File: src/rtl/button_debounce.sv
// Push-button conditioner: two-flop synchronizer, debounce FSM with a
// stability counter, and a long-press detector. All outputs are registered
// and the press/release/long indications are single-cycle pulses.
module button_debounce #(
  parameter int STABLE_CYCLES = 4,
  parameter int LONG_CYCLES   = 16
) (
  input  logic clk,
  input  logic rst,
  input  logic button,
  output logic btn_level,
  output logic btn_press,
  output logic btn_release,
  output logic btn_long
);

  localparam int CNT_W  = $clog2(STABLE_CYCLES) + 1;
  localparam int LONG_W = $clog2(LONG_CYCLES) + 1;

  localparam logic [CNT_W-1:0]  STABLE_LAST = CNT_W'(STABLE_CYCLES - 1);
  localparam logic [LONG_W-1:0] LONG_LAST   = LONG_W'(LONG_CYCLES - 1);
  localparam logic [LONG_W-1:0] LONG_SAT    = LONG_W'(LONG_CYCLES);

  typedef enum logic [1:0] {
    IDLE         = 2'd0,
    PRESS_WAIT   = 2'd1,
    PRESSED      = 2'd2,
    RELEASE_WAIT = 2'd3
  } state_t;

  logic              r_sync1;
  logic              r_sync2;
  state_t            r_state;
  logic [CNT_W-1:0]  r_cnt;
  logic [LONG_W-1:0] r_long_cnt;
  logic              r_long_done;

  state_t            w_state_n;
  logic [CNT_W-1:0]  w_cnt_n;
  logic              w_level_n;
  logic              w_press_n;
  logic              w_release_n;

  // Bring the asynchronous button into the clock domain.
  always_ff @(posedge clk) begin
    if (rst) begin
      r_sync1 <= 1'b0;
      r_sync2 <= 1'b0;
    end else begin
      r_sync1 <= button;
      r_sync2 <= r_sync1;
    end
  end

  // Next-state logic: a sample disagreeing with the level advances the
  // window, an agreeing sample collapses back and restarts it.
  always_comb begin
    w_state_n   = r_state;
    w_cnt_n     = r_cnt;
    w_level_n   = btn_level;
    w_press_n   = 1'b0;
    w_release_n = 1'b0;
    case (r_state)
      IDLE, PRESS_WAIT: begin
        if (!r_sync2) begin
          w_state_n = IDLE;
          w_cnt_n   = '0;
        end else if (r_cnt == STABLE_LAST) begin
          w_state_n = PRESSED;
          w_cnt_n   = '0;
          w_level_n = 1'b1;
          w_press_n = 1'b1;
        end else begin
          w_state_n = PRESS_WAIT;
          w_cnt_n   = r_cnt + CNT_W'(1);
        end
      end
      default: begin
        if (r_sync2) begin
          w_state_n = PRESSED;
          w_cnt_n   = '0;
        end else if (r_cnt == STABLE_LAST) begin
          w_state_n   = IDLE;
          w_cnt_n     = '0;
          w_level_n   = 1'b0;
          w_release_n = 1'b1;
        end else begin
          w_state_n = RELEASE_WAIT;
          w_cnt_n   = r_cnt + CNT_W'(1);
        end
      end
    endcase
  end

  // Debounce state, counter and registered level/edge outputs.
  always_ff @(posedge clk) begin
    if (rst) begin
      r_state     <= IDLE;
      r_cnt       <= '0;
      btn_level   <= 1'b0;
      btn_press   <= 1'b0;
      btn_release <= 1'b0;
    end else begin
      r_state     <= w_state_n;
      r_cnt       <= w_cnt_n;
      btn_level   <= w_level_n;
      btn_press   <= w_press_n;
      btn_release <= w_release_n;
    end
  end

  // Long-press timer: restarts on each press, fires once, and a release
  // landing on the firing edge takes precedence.
  always_ff @(posedge clk) begin
    if (rst) begin
      r_long_cnt  <= '0;
      r_long_done <= 1'b0;
      btn_long    <= 1'b0;
    end else begin
      btn_long <= 1'b0;
      if (w_press_n) begin
        r_long_cnt  <= '0;
        r_long_done <= 1'b0;
      end else if (w_release_n) begin
        r_long_done <= 1'b0;
      end else if (btn_level && !r_long_done) begin
        if (r_long_cnt == LONG_LAST) begin
          r_long_cnt  <= LONG_SAT;
          r_long_done <= 1'b1;
          btn_long    <= 1'b1;
        end else begin
          r_long_cnt <= r_long_cnt + LONG_W'(1);
        end
      end
    end
  end

endmodule
File: config.mk
export PLATFORM = sky130hd
export DESIGN_NAME = button_debounce
export DESIGN_NICKNAME = d
export VERILOG_FILES = /design/src/rtl/button_debounce.sv
export SDC_FILE = /design/constraint.sdc
export NUM_CORES = 1
export LEC_CHECK = 0
export CORE_AREA = 10 10 59 61
export DETAILED_ROUTE_END_ITERATION = 16
export DIE_AREA = 0 0 69 71
export SYNTH_ARGS = -nofsm -noshare
export SYNTH_HDL_FRONTEND = slang
export SYNTH_SLANG_ARGS = --single-unit
File: constraint.sdc
create_clock -name clk -period 3.1 [get_ports clk]
set_input_delay 0.31 -clock clk [delete_from_list [all_inputs] [get_ports clk]]
set_output_delay 0.31 -clock clk [all_outputs]
set_load 0.01 [all_outputs]
# Word-level counts from Yosys, hierarchy flattened
# Cells that the tools add are included.
# totals
word_cells	52
ff_bits	17
input_bits	3
out_inout_bits	4
# op_classes
n_reduce_logical	11
n_addsub	2
mux	21
eq_ne	6
bitwise	2
# ops
cell	n
3-bit 2-to-1 mux	4
1-bit 2-to-1 mux	11
2-bit 2-to-1 mux	5
5-bit by 1-bit adder with 5-bit output, second input constant	1
5-bit by 4-bit == test with 1-bit output, second input constant	1
5-bit 2-to-1 mux	1
2-bit inequality test, second input constant	2
2-bit AND reduction	2
4-bit AND reduction	1
2-bit OR reduction	2
4-bit OR reduction	1
3-bit by 1-bit adder with 3-bit output, second input constant	1
3-bit by 2-bit == test with 1-bit output, second input constant	1
3-bit OR reduction	1
2-bit by 1-bit == test with 1-bit output, second input constant	1
2-bit logical NOT	1
2-bit by 1-bit inequality test with 1-bit output, second input constant	1
1-bit NOT	2
2-bit nonzero test	1
1-bit logical AND	1
1-bit logical NOT	1

# Depth between registers and ports, before layout
# depth
depth_word	6
ltp_mapped	6
depth_no_buf	6

# Worst setup path after synthesis
# OpenSTA, ideal clock, no wires.
# synth_path
path_kind	reg-to-reg
start	register r_long_cnt[0]
end	register r_long_cnt[2]
t_arrival_ns	1.576
n_path_buf	0
setup_ns	0.071
setup_slack_ns	1.453
path_stages_with_launch	6
required_ns	3.029
cell_sequence	dfxtp_1 -> ha_1 -> and3_1 -> ha_1 -> or4_1 -> a21oi_1
# synth_via
elab_chain_len	2
word_cells_on_any_way	3
# synth_rtl
item	line	rtl
from (decl)	35	logic [LONG_W-1:0] r_long_cnt;
from (signal assigned)	132	r_long_cnt <= r_long_cnt + LONG_W'(1);
5-bit by 1-bit adder with 5-bit output or 5-bit by 4-bit == test with 1-bit output (tied branches)	132, 127	
5-bit 2-to-1 mux *	127	if (r_long_cnt == LONG_LAST) begin
# Mark *: on every way between the ends. The rest lies on a longest branch, timed or not.
# A chain may end at the register's enable or synchronous reset.

# Final worst setup path
# layout_path
start	register r_long_cnt[0]
end	register r_long_cnt[3]
# The elaborated chain is that of the path after synthesis.

==> run summary <==
Max-cap violations: 0
CTS Buf Count: 3
Vias per cell: 4.86
Avg Synthesized Cell Area: 9.90 um^2
Cell depth of the worst flop-to-flop path: 5
Fin crit period: 1780 ps
Switching share of power: 0.215
Final Cell Area: 788 um^2
Worst-Margin Slew: 596 ps
R2R setup slack: 1320 ps
Seq. cell area: 320 um^2
Synthesized area: 673 um^2
Max Clk Rate: 562 MHz
Tot GR Track Use: 0.0553
Root buffer cell: clkbuf_4
Routed WL: 1170 um
Hold path depth: 1
Final setup fails: 0
First-pass GRT wire length: 2330 um
Min-delay src: r_cnt[0]
Max_slew headroom: 0.602
Ratio of cells with drive above 1 in the final layout: 0.0667
Top-area cell type share of the netlist area: 0.476
Post-route setup slack: 1320 ps
GPL Wtd Cong: 0.769
DRT Pass-1 Iters: 2
Row cnt: 18
Chip Height: 71 um
Worst setup SP type: flop
IO Count: 7
Critical Path AT: 1990 ps
Core Area: 0.00239 mm^2
Synth-to-Final Area Change: 17.1%
Fillers: 275
FF-to-FF End: r_long_cnt[3]
Hold WC Path Type: reg -> reg
Area used by multi-input combinational logic: 323 um^2
Worst Path Max Fanout: 8
Clock power share: 0.368
Global route overflow: 0
CTS tree: built
Synth area leaders: dfxtp_1, a21oi_1, ha_1
Pre-CTS setup slack: 1330 ps
Starting utilization of the core area: 0.282
Fin util: 0.330
Clk buf depth: 2
Design internal power: 0.291 mW
Max Clock Skew: 4.68 ps
Max Transition Viols Final: 0
LEAKAGE: 0.258 nW
Largest net degree at the start of global routing: 14
Drt initial violations: 10
Cells after synthesis: 68
Vias in the first global route: 520
Area after DPL: 752 um^2
FF-to-FF Start: r_long_cnt[0]
# hold bufs at CTS: 0
Worst VDD drop: 0.192 mV
Register area share after synthesis: 0.476
Worst-Skew Late Latency: 280 ps
H-Tree Depth: 1
Final Cycle Share: 0.574
Fin nets: 82
Hold Path End: r_cnt[0]
Ys Warns: 0
Post-cts repair resize count: 0
Combinational fraction of design power: 0.054
CP Capture Type: flop
#FFs+latches synth: 16
Vias: 510
Netlist cell types: 27
Clock slew at reported path FFs: 90 ps
Die X: 69 um
Biggest area consumer among synthesized cells: dfxtp_1
Drt wl/cell: 11.1 um
Remaining routing DRC violations: 0
Initial antenna violation count: 0
Unrepaired setup endpoints after global routing: no
Post-CTS setup buffers: 0
Setup CP Type: reg -> reg
Syn nets: 74
Number of buffers added on ports: 6
Die ar.: 0.00490 mm^2
Sequential share of power: 0.577
P_sw: 0.0798 mW
CTS sink count: 16
Post-Route Setup TNS: 0 ps
Hold Vio Cnt, Final: 0
Status: finished clean
Final ANT Viol Nets: 0
Total Power: 0.371 mW
Pwr dens: 470 mW/mm^2
ANT cells: 0
Crit path required time: 3310 ps
==> worst max-delay path by stage <==
stage	from	endpoint	slack, ps	cells past startpoint
6_report	r_long_cnt[0]	r_long_cnt[3]	1320	5
5_1_grt	r_long_cnt[0]	r_long_cnt[3]	1190	5
4_1_cts	r_long_cnt[0]	r_long_cnt[3]	1310	5
3_5_place_dp	r_long_cnt[0]	r_long_cnt[1]	1330	5
3_3_place_gp	r_long_cnt[0]	r_long_cnt[3]	1390	5
2_1_floorplan	r_long_cnt[0]	r_long_cnt[2]	1450	5
==> per-layer routing <==
layer | up-vias | wire length (um) | part of all wire | global-route usage
met3 | 2 | 62 | 0.053 | 0.0307
met2 | 7 | 573 | 0.49 | 0.0915
met4 | 0 | 4 | 0.0034 | 0.00671
met1 | 239 | 527 | 0.45 | 0.0626
li1 | 262 | - | - | -
met5 | - | 0 | 0 | 0
==> cell type report <==
class                   count  share of cell area
repair buffers              6              0.0762
well taps                  30              0.0476
clock buffers               4              0.0460
inverters                   3              0.0143
multi-input cells          46               0.410
flip-flops and latches     16               0.406
==> critical path: stages, from the launching register on <==
cell     delay (ps)
dfxtp_1         350
ha_1            220
and3_1          190
ha_1            260
or4_1           540
a21oi_1         160
==> power by group through the flow <==
| stage | clock network (mW) | registers [mW] | logic (mW) |
|---|---|---|---|
| final | 0.136 | 0.214 | 0.0202 |
| after global routing | 0.153 | 0.215 | 0.0229 |
| after CTS | 0.141 | 0.214 | 0.0205 |
| after detailed placement | 0 | 0.219 | 0.0204 |
| after global placement | 0 | 0.219 | 0.0198 |
| after floorplan | 0 | 0.219 | 0.0127 |
==> through the flow <==
step | instances | hold slack, ps
floorplan | 68 | 407
global placement | 101 | 419
detailed placement | 101 | 428
CTS | 105 | 450
global route | 105 | 463
finish | 105 | 440
==> synthesized netlist by cell type, drive strengths merged <==
master,n
ha,3
nand3b,1
nor4bb,1
nor4b,1
o21bai,1
and3,1
a31oi,1
nor2b,4
o31ai,2
a21oi,8
nor4,2
or4b,1
nand2,1
clkbuf,2
buf,1
nor3,3
xnor2,1
nand4b,1
o21ai,4
nor2,1
a21o,1
nand2b,3
or3,1
or4,3
and2,1
dfxtp,16
inv,3
==> cells in the final DEF, fill, tap and decap left out, drive strengths merged <==
| cell | count |
|---|---|
| nor4 | 2 |
| nor4bb | 1 |
| nand4b | 1 |
| and3 | 1 |
| inv | 3 |
| or4 | 3 |
| nand3b | 1 |
| or3 | 1 |
| a21o | 1 |
| clkbuf | 4 |
| ha | 3 |
| a31oi | 1 |
| dfxtp | 16 |
| a21oi | 8 |
| nand2 | 1 |
| o21ai | 4 |
| o31ai | 2 |
| o21bai | 1 |
| or4b | 1 |
| nor2 | 1 |
| nor4b | 1 |
| nand2b | 3 |
| xnor2 | 1 |
| and2 | 1 |
| nor3 | 3 |
| nor2b | 4 |
| clkdlybuf4s50 | 6 |
==> registers in the layout, summed over array words and instances, names as in the netlist <==
| signal | flops |
|---|---|
| r_state | 1 |
| r_cnt | 3 |
| r_long_done | 1 |
| btn_release | 1 |
| r_sync2 | 1 |
| r_long_cnt | 5 |
| r_sync1 | 1 |
| btn_press | 1 |
| btn_long | 1 |
| btn_level | 1 |
==> cells by family after synthesis <==
group / after synthesis / share of synthesized area
xor+xnor: 1 / 0.0130
flops: 16 / 0.476
simple gates: 25 / 0.268
fa+ha+maj: 3 / 0.0558
buf+inv: 6 / 0.0446
compound gates: 17 / 0.143
Power figures use the tool's default switching activity.
